[src/rtl/calc_control_seq.sv]
`default_nettype none
// ============================================================================
//  Module   : calc_control_seq
//  Brief    : Key-sequencing controller for the calculator. Decodes one-cycle
//             key strobes into operand load/backspace, operator latch, ALU
//             execute and memory strobes, and tracks digits per operand.
//             Optional build macro CALC_CHAIN_EN enables operation chaining
//             (operator key while entering B evaluates and continues).
//  Revision : 1.0  initial release
// ============================================================================
module calc_control_seq #(
  parameter int MAX_DIGITS = 4,
  parameter int CNT_W      = 3
) (
  input  logic             clock,
  input  logic             reset,
  input  logic             dig_in,
  input  logic             clr_in,
  input  logic             op_in,
  input  logic             ex_in,
  input  logic             bksp_in,
  input  logic             ms_in,
  input  logic             mr_in,
  input  logic             mc_in,
  input  logic             err_in,
  output logic             load_a,
  output logic             load_b,
  output logic             bksp_a,
  output logic             bksp_b,
  output logic             clr_ab,
  output logic             load_op,
  output logic             execute,
  output logic             res_to_a,
  output logic             mem_store,
  output logic             mem_recall,
  output logic             mem_clear,
  output logic             mem_valid,
  output logic [CNT_W-1:0] digit_count,
  output logic [1:0]       display_select
);

  typedef enum logic [2:0] {
    ENTRY_A = 3'd0,
    OP_WAIT = 3'd1,
    ENTRY_B = 3'd2,
    RESULT  = 3'd3,
    ERROR   = 3'd4
  } state_t;

  // Winning key of the cycle after priority resolution
  typedef enum logic [3:0] {
    K_NONE = 4'd0,
    K_CLR  = 4'd1,
    K_EX   = 4'd2,
    K_OP   = 4'd3,
    K_MC   = 4'd4,
    K_MS   = 4'd5,
    K_MR   = 4'd6,
    K_BKSP = 4'd7,
    K_DIG  = 4'd8
  } key_t;

  localparam logic [CNT_W-1:0] MAX_CNT = CNT_W'(MAX_DIGITS);
  localparam logic [CNT_W-1:0] ONE_CNT = CNT_W'(1);

  state_t           state_q, state_d;
  logic [CNT_W-1:0] cnt_q, cnt_d;
  logic             mem_valid_q, mem_valid_d;
  logic             exec_q;   // execute was issued last cycle; err_in is meaningful now
  key_t             key;

  // Resolve simultaneous key strobes to the single highest-priority key
  always_comb begin
    key = K_NONE;
    if      (clr_in)  key = K_CLR;
    else if (ex_in)   key = K_EX;
    else if (op_in)   key = K_OP;
    else if (mc_in)   key = K_MC;
    else if (ms_in)   key = K_MS;
    else if (mr_in)   key = K_MR;
    else if (bksp_in) key = K_BKSP;
    else if (dig_in)  key = K_DIG;
  end

  // State, digit counter, memory flag and execute-tracking registers
  always_ff @(posedge clock or posedge reset) begin
    if (reset) begin
      state_q     <= ENTRY_A;
      cnt_q       <= '0;
      mem_valid_q <= 1'b0;
      exec_q      <= 1'b0;
    end else begin
      state_q     <= state_d;
      cnt_q       <= cnt_d;
      mem_valid_q <= mem_valid_d;
      exec_q      <= execute;
    end
  end

  // Next-state and strobe decode from registered state and the winning key
  always_comb begin
    state_d     = state_q;
    cnt_d       = cnt_q;
    mem_valid_d = mem_valid_q;
    load_a      = 1'b0;
    load_b      = 1'b0;
    bksp_a      = 1'b0;
    bksp_b      = 1'b0;
    clr_ab      = 1'b0;
    load_op     = 1'b0;
    execute     = 1'b0;
    res_to_a    = 1'b0;
    mem_store   = 1'b0;
    mem_recall  = 1'b0;
    mem_clear   = 1'b0;

    if (key == K_CLR) begin
      clr_ab  = 1'b1;
      state_d = ENTRY_A;
      cnt_d   = '0;
    end else begin
      case (state_q)
        ENTRY_A, ENTRY_B: begin
          case (key)
            K_EX: begin
              // Evaluate only once an operator and B have been entered
              if (state_q == ENTRY_B) begin
                execute = 1'b1;
                state_d = RESULT;
              end
            end
            K_OP: begin
              if (state_q == ENTRY_A) begin
                load_op = 1'b1;
                state_d = OP_WAIT;
                cnt_d   = '0;
              end else begin
`ifdef CALC_CHAIN_EN
                // Running calculation: fold A op B into A, take the new operator
                execute  = 1'b1;
                res_to_a = 1'b1;
                load_op  = 1'b1;
                state_d  = OP_WAIT;
                cnt_d    = '0;
`endif
              end
            end
            K_MC: begin
              mem_clear   = 1'b1;
              mem_valid_d = 1'b0;
            end
            K_MS: begin
              mem_store   = 1'b1;
              mem_valid_d = 1'b1;
            end
            K_MR: begin
              // A recalled value fills the operand; only backspace can edit it
              if (mem_valid_q) begin
                mem_recall = 1'b1;
                cnt_d      = MAX_CNT;
              end
            end
            K_BKSP: begin
              if (cnt_q != '0) begin
                bksp_a = (state_q == ENTRY_A);
                bksp_b = (state_q == ENTRY_B);
                cnt_d  = cnt_q - ONE_CNT;
              end
            end
            K_DIG: begin
              if (cnt_q < MAX_CNT) begin
                load_a = (state_q == ENTRY_A);
                load_b = (state_q == ENTRY_B);
                cnt_d  = cnt_q + ONE_CNT;
              end
            end
            default: ;
          endcase
        end
        OP_WAIT: begin
          // Memory keys, backspace and execute have no meaning before B starts
          case (key)
            K_OP: load_op = 1'b1;
            K_DIG: begin
              load_b  = 1'b1;
              state_d = ENTRY_B;
              cnt_d   = ONE_CNT;
            end
            default: ;
          endcase
        end
        RESULT: begin
          case (key)
            K_OP: begin
              res_to_a = 1'b1;
              load_op  = 1'b1;
              state_d  = OP_WAIT;
              cnt_d    = '0;
            end
            K_MC: begin
              mem_clear   = 1'b1;
              mem_valid_d = 1'b0;
            end
            K_MS: begin
              mem_store   = 1'b1;
              mem_valid_d = 1'b1;
            end
            default: ;
          endcase
        end
        default: ;  // ERROR: only clear is honoured, handled above
      endcase
    end

    // An ALU fault reported after an evaluation wins over any other move
    if (exec_q && err_in) begin
      state_d = ERROR;
    end
  end

  // Display source depends on state alone
  always_comb begin
    case (state_q)
      ENTRY_B: display_select = 2'b01;
      RESULT:  display_select = 2'b10;
      ERROR:   display_select = 2'b11;
      default: display_select = 2'b00;
    endcase
  end

  assign mem_valid   = mem_valid_q;
  assign digit_count = cnt_q;

endmodule
`default_nettype wire

[config.mk]
export PLATFORM = sky130hd
export DESIGN_NAME = calc_control_seq
export DESIGN_NICKNAME = d
export VERILOG_FILES = /design/src/rtl/calc_control_seq.sv
export SDC_FILE = /design/constraint.sdc
export NUM_CORES = 1
export LEC_CHECK = 0
export ABC_AREA = 1
export CORE_MARGIN = 3
export CORE_UTILIZATION = 48
export CTS_CLUSTER_SIZE = 12
export DETAILED_ROUTE_END_ITERATION = 16
export GPL_TIMING_DRIVEN = 0
export PLACE_DENSITY = 0.87
export SLEW_MARGIN = 0
export SYNTH_ARGS = -nofsm -noshare
export SYNTH_HDL_FRONTEND = slang
export SYNTH_SLANG_ARGS = --single-unit
[constraint.sdc]
create_clock -name clock -period 1.9 [get_ports clock]
set_input_delay 0.285 -clock clock [delete_from_list [all_inputs] [get_ports clock]]
set_output_delay 0.285 -clock clock [all_outputs]
set_load 0.03 [all_outputs]
## After elaboration in Yosys (flattened, before gate mapping)

Index checks and enable logic that the tools add are counted.

| word-level totals | value |
|---|---|
| register bits after elaboration | 8 |

| cells by class | value |
|---|---|
| $lt $le $gt $ge | 1 |
| bitwise gates (word level) | 1 |
| add/subtract/negate cells | 2 |
| reductions and logical operators | 12 |
| eq/ne operators | 24 |
| mux-type cells | 66 |

Operator list:

| kind | count |
|---|---|
| two-way mux 3 bit | 13 |
| two-way mux 1 bit | 37 |
| two-way mux 4 bit | 8 |
| != test 4 bit, second input constant | 5 |
| one-hot mux 3 bit (3 select lines) | 2 |
| == test 4 x 3 -> 1 bit, second input constant | 4 |
| one-hot mux 3 bit (4 select lines) | 1 |
| != test 5 bit, second input constant | 2 |
| == test 4 x 2 -> 1 bit, second input constant | 2 |
| AND reduction 8 bit | 1 |
| == test 3 x 2 -> 1 bit, second input constant | 2 |
| != test 6 x 4 -> 1 bit, second input constant | 1 |
| one-hot mux 1 bit (2 select lines) | 3 |
| one-hot mux 2 bit (3 select lines) | 1 |
| one-hot mux 3 bit (2 select lines) | 1 |
| AND reduction 6 bit | 1 |
| != test 5 x 4 -> 1 bit, second input constant | 1 |
| nonzero test 5 bit | 1 |
| == test 4 x 1 -> 1 bit, second input constant | 1 |
| == test 4 bit, second input constant | 1 |
| != test 4 x 3 -> 1 bit, second input constant | 1 |
| nonzero test 4 bit | 1 |
| OR reduction 2 bit | 2 |
| adder 3 x 1 -> 3 bit, second input constant | 1 |
| 13 further kinds | 13 |

## Logic depth before layout (Yosys ltp)

| logic depth | value |
|---|---|
| depth after elaboration | 13 |
| depth in mapped cells | 14 |
| mapped depth without buffers | 14 |

## Worst setup path before layout

No wires, ideal clock.

| path | value |
|---|---|
| path type | flip-flop to output port |
| start | register state_q[2] |
| end | output load_b |
| stages on the path, launching flop included | 6 |
| slack | -0.423 ns |
| data arrival time | 2.038 ns |
| path buffers | 0 |
| cell sequence | dfrtp_1 inv_2 nand3_1 nand2_2 inv_2 a2111oi_1 |

| between the ends | value |
|---|---|
| longest elaborated chain between the ends | 5 |
| elaborated cells between the ends (all ways) | 8 |
| classes of those cells | eq/ne (2); mux (4); reduce/logical (2) |

RTL lines:

| element | line | RTL |
|---|---|---|
| start, declared | 66 | `state_t state_q, state_d;` |
| start signal, assigned | 93 | `state_q <= state_d;` |
| == test 3 x 2 -> 1 bit | 122, 173 |  |
| two-way mux 1 bit | 171 | `if (cnt_q < MAX_CNT) begin` |
| two-way mux 1 bit | 124 | `case (key)` |
| one-hot mux 1 bit (2 select lines) (*) | 122 | `case (state_q)` |
| two-way mux 1 bit (*) | 117 | `if (key == K_CLR) begin` |
| end, declared | 27 | `output logic load_b,` |

Every way passes the cells marked *; elsewhere a longest branch is shown, timed or not.

## Worst setup path after layout

Same ends and word-level chain as after synthesis.

==> impl_metrics.toml <==
[run_status]
status = "complete, but fails checks"
violations = "negative setup slack"

[power_and_ir_drop]
leakage_nw = 0.883
switchingPower_mw = 1.10
swShare = 0.549
combPwrFrac = 0.782
p_seq_frac = 0.143
clkPwrFrac = 0.075
cellInternalPower_uw = 908
irDropWorstVdd_mv = 1.10
power.density_nw_per_um2 = 1140
power.total_mw = 2.01

[cells_and_area]
drive_above_1_share = 0.480
n_fill_cell = 98
n_antenna_cell = 0
nNetsFinal = 237
multiInputGateArea_um2 = 833
seq_area_um2 = 201
stdcell_count = 250
synthToLayoutAreaGrowth_pct = 68.1

[sta]
hold_viol = 0
tightest_slew_ns = 0.710
skew_ns = 0.00671
fin_hold_ws_ns = 0.304
rsz0062_at_grt = "yes"
setup_viol = 13
slew_headroom = 0.527
period_share = 1.14
slew_viol_final = 0
max_freq_ghz = 0.462
period_needed_ns = 2.17
fin_ws_ns = -0.265

[detailed_routing]
routed-wl-met3_um = 717
drtIter0Drc = 193
wl_met1_um = 1830
wire_per_inst_um = 22.0
top_layer = "met4"
viasPerCell = 6.48
vias = 1619
wl_met2_um = 2340
remaining_drc_errors = 0
antenna_left = 0
postRouteWirelength_um = 5510
first_pass_iters = 7

[placed_design]
numPortBuffers = 26
dp_hpwl_um = 2300
dp.cells = 211
gp_congestion = 0.862
preCtsSetupSlack_ns = -0.801

[synthesis]
synth_warnings = 0
syn_inst = 158
ys_seq_area_frac = 0.191
synth.net_count = 170
syn_area_um2 = 1050
ys_types = 30
syn_area_per_cell_um2 = 6.62
yosys_register_bits = 8

[critical_path]
crit_required_ns = 1.62
end_kind = "output pin"
worstPathArrival_ns = 1.88
path_class = "reg2out"
path_max_fanout = 3
critPathLaunchType = "register"

[clock_network]
hold_buffers = 0
clock-root-buffer = "clkbuf_4"
htree_levels = 1
clockBufferDepth = 2
cts.sinks = 8
clk_pin_slew_worst_paths_ns = 0.07
cts_tree = "yes"
clock_latency_ns = 0.27
cts_buffers = 3

[grt]
grt_pass1_vias = 1453
grt_usage = 0.324
grt_first_pass_wirelength_um = 6570
overflow = 0
antenna_found_initial = 0
grt_max_degree = 11

[worst_hold_path]
hold_class = "in2async"

[die]
fp.dieW_um = 52.7
coreArea_um2 = 2020
fp.dieArea_um2 = 2780
rows = 16
start_util = 0.517
io-pin-count = 28
die_y_um = 52.7

[job]
drv_cap = 0
==> power groups by stage <==
stage	logic (mW)	clock network, mW	registers, mW
2_1_floorplan	0.604	0	0.300
3_3_place_gp	0.856	0	0.269
3_5_place_dp	0.882	0	0.273
4_1_cts	1.19	0.141	0.270
5_1_grt	1.62	0.154	0.290
6_report	1.57	0.152	0.287
==> cells in the final DEF, fill, tap and decap left out, types with 4 or more instances in the layout <==
master and n:
inv_2 9, nand3_1 13, nand2_2 9, nand4_1 5, nand3_4 4, nand2_1 26, nand3_2 4, clkdlybuf4s50_1 7
inv_1 17, nor3_2 4, nor2_1 15, dlygate4sd2_1 7, nor2_4 7, dfrtp_1 7, a21oi_1 6, buf_4 40
buf_6 6
==> cells in the mapped netlist, drive strengths merged <==
| cell | number | area [µm²] |
|---|---|---|
| fa | 1 | 20.0 |
| nand3 | 21 | 138 |
| clkbuf | 2 | 7.51 |
| nor4 | 1 | 6.26 |
| clkinv | 1 | 3.75 |
| dfrtp | 8 | 200 |
| buf | 2 | 22.5 |
| o21ai | 4 | 31.3 |
| nand4 | 5 | 31.3 |
| nand2 | 38 | 168 |
| a211o | 1 | 8.76 |
| nor3 | 6 | 35.0 |
| a21oi | 12 | 90.1 |
| nor2 | 25 | 139 |
| a211oi | 1 | 7.51 |
| inv | 28 | 105 |
| a2111oi | 1 | 10.0 |
| xnor3 | 1 | 22.5 |
==> flip-flops by register name (all words and copies together), names as in the netlist <==
| register | flops |
|---|---|
| digit_count | 3 |
| exec_q | 1 |
| mem_valid | 1 |
| state_q | 3 |
==> final cells by class <==
type	instances	share of cell area
Inverter	29	0.0655
Buffer	4	0.0171
Clock buffer	3	0.0128
Timing Repair Buffer	62	0.297
Tap cell	27	0.0192
Multi-Input combinational cell	117	0.474
Sequential cell	8	0.115
==> worst max-delay path, stage by stage (launching register included) <==
cell and delay (ns):
dfrtp_1 0.43, buf_6 0.15, nor2_4 0.12, inv_2 0.07
nor2_4 0.10, inv_2 0.07, a2111oi_4 0.43, buf_4 0.24
==> per-layer routing <==
layer	vias to the layer above	GRT usage
met5	-	0
met1	695	0.365
met3	83	0.0684
met2	200	0.556
li1	641	-
met4	0	0.187
==> logic make-up (layout without fill, tap and decap cells) <==
family,Yosys count,in the layout,share of synthesized area
flip-flops,8,8,0.191
buffers and inverters,33,98,0.133
AO/OA/AOI/OAI,19,19,0.141
adder cells (fa/ha/maj),1,1,0.0191
AND/OR/NAND/NOR,96,96,0.494
XOR/XNOR,1,1,0.0215
==> per-stage QoR <==
| step | instance area (µm²) | TNS (ns) | utilization |
|---|---|---|---|
| after floorplan | 1060 | -0.0182 | - |
| after global placement | 1350 | -7.61 | 0.668 |
| after detailed placement | 1350 | -7.96 | 0.668 |
| after CTS | 1610 | -0.260 | 0.798 |
| after global routing | 1760 | -1.86 | 0.869 |
| final | 1760 | -1.50 | 0.869 |
==> final timing paths <==
kind	start	endpoint	slack, ns	cells after the start
max	state_q[2]$_DFFE_PP0P_	load_b	-0.27	7
min	reset	digit_count[2]$_DFFE_PP0P_	0.30	2
max reg2reg	state_q[1]$_DFFE_PP0P_	digit_count[1]$_DFFE_PP0P_	-0.14	12
min reg2reg	exec_q$_DFF_PP0_	state_q[2]$_DFFE_PP0P_	0.56	2
max in group asynchronous	reset	state_q[1]$_DFFE_PP0P_	1.30	2
min in group clock	clr_in	state_q[1]$_DFFE_PP0P_	0.39	4
==> repair_timing <==
action | in CTS | in global routing
cloned | 0 | 0
setup buffers | 26 | 11
hold endpoints to repair | 0 | 0
setup endpoints to repair | 14 | 10
gates resized for setup | 89 | 18
pin swaps | 15 | 9
Power figures use the tool's default switching activity.
==> RTL edit, RTL diff (same settings) <==
Re-encode `state_t` (5 states) as one-hot, 5 bits wide.
--- a/src/rtl/calc_control_seq.sv
+++ b/src/rtl/calc_control_seq.sv
@@ -40,10 +40,10 @@
 );
 
-  typedef enum logic [2:0] {
-    ENTRY_A = 3'd0,
-    OP_WAIT = 3'd1,
-    ENTRY_B = 3'd2,
-    RESULT  = 3'd3,
-    ERROR   = 3'd4
+  typedef enum logic [4:0] {
+    ENTRY_A = 5'b00001,
+    OP_WAIT = 5'b00010,
+    ENTRY_B = 5'b00100,
+    RESULT  = 5'b01000,
+    ERROR   = 5'b10000
   } state_t;
 
Formal check against the unedited RTL: same outputs for any inputs over 10 cycles, from zero or initial values and one cycle with reset high; not proved beyond that.
==> RTL edit against the original RTL <==
The run still ends with negative setup slack left. Via count down 16%. First-iteration DRC count down 67%. Core utilization down 5.9 points. Synthesized area up 8.6%. Wire length down 35%. Worst hold slack worse by 0.036 ns. Setup slack better by 0.20 ns. Sequential cell count up 2. Design area down 3.1%. Power down 30%. Largest cell class unchanged. Highest routed layer unchanged.
==> RTL edit: results (changes against the original RTL) <==
signal buffers share of area=0.2474 (-0.06645); layout cell share with drive strength beyond 1=0.4120 (-0.06778); Post-CTS Setup Bufs=10 (-62%); top cells by count, synth=44 x nand2_1, 23 x inv_1, 17 x nand3_1, 15 x nor2_1, 10 x nand4_1; Area after DPL=1435 um2 (+6.2%); cts repair resizes=91 (+2.2%); CTS Sinks=10 (+2); routability cong.=0.8914 (+3.5%); clock power share=0.134 (+0.059); Synth area leaders=dfrtp_1 20%, nand2_1 15%, inv_1 7.6%; RR Endpoint=state_q[4]; First DRT Iteration DRCs=63 (-67%); Design Power=0.001408 W (-30%); final setup fails=4 (-9); vias in the first global route=1220 (-16%); failing checks=negative setup slack; FF-to-FF setup slack=0.01 ns (+0.15 ns); CP top delay family=simple AND/OR/NAND/NOR gates; fill count=138 (+41%); fraction of area in multi-input gates=0.4963 (+0.02231); #MultiIn Comb=127 (+8.5%); WHS=0.2678 ns (-0.03614 ns); fin worst setup slack=-0.06367 ns (+0.2016 ns); status=finished, violations left; Reg2Reg Depth=13 (+1); Mapped Cells=169 (+7.0%); Nets=229 (-3.4%); setup TNS=-0.1945 ns (+1.309 ns); unique cell type count in the Yosys netlist=31 (+3.3%)
## RTL edit: cell count changes after synthesis, sizes merged, moves of 2 or more
cell,change
nand2,+14
a21oi,-7
nand4,+6
o21ai,+2
## RTL edit: worst reg2reg max path, stage by stage, from the launching register on
cell	delay, ns
dfrtp_1	0.42
nor2_4	0.16
nand4_1	0.13
buf_4	0.17
nand2_4	0.06
buf_6	0.10
buf_6	0.13
inv_4	0.04
nand2_2	0.07
nand3_2	0.08
nor2_4	0.18
nand2_4	0.09
nand3_1	0.08
nand2_1	0.05
## RTL edit: metal layers
metal	vias to the layer above	track usage	wire, um
met3	4	0.06812	332
met4	0	0.05809	20
met1	630	0.2924	1424
met5	-	0	0
li1	642	-	-
met2	87	0.4291	1831
## RTL edit: kinds of logic (layout without fill, tap and decap cells)
group,count (synthesis),in the layout,synth area share
buf+inv,32,79,0.1332
flops,10,10,0.2214
compound gates,11,11,0.06498
fa+ha+maj,1,1,0.01762
simple gates,115,115,0.5628
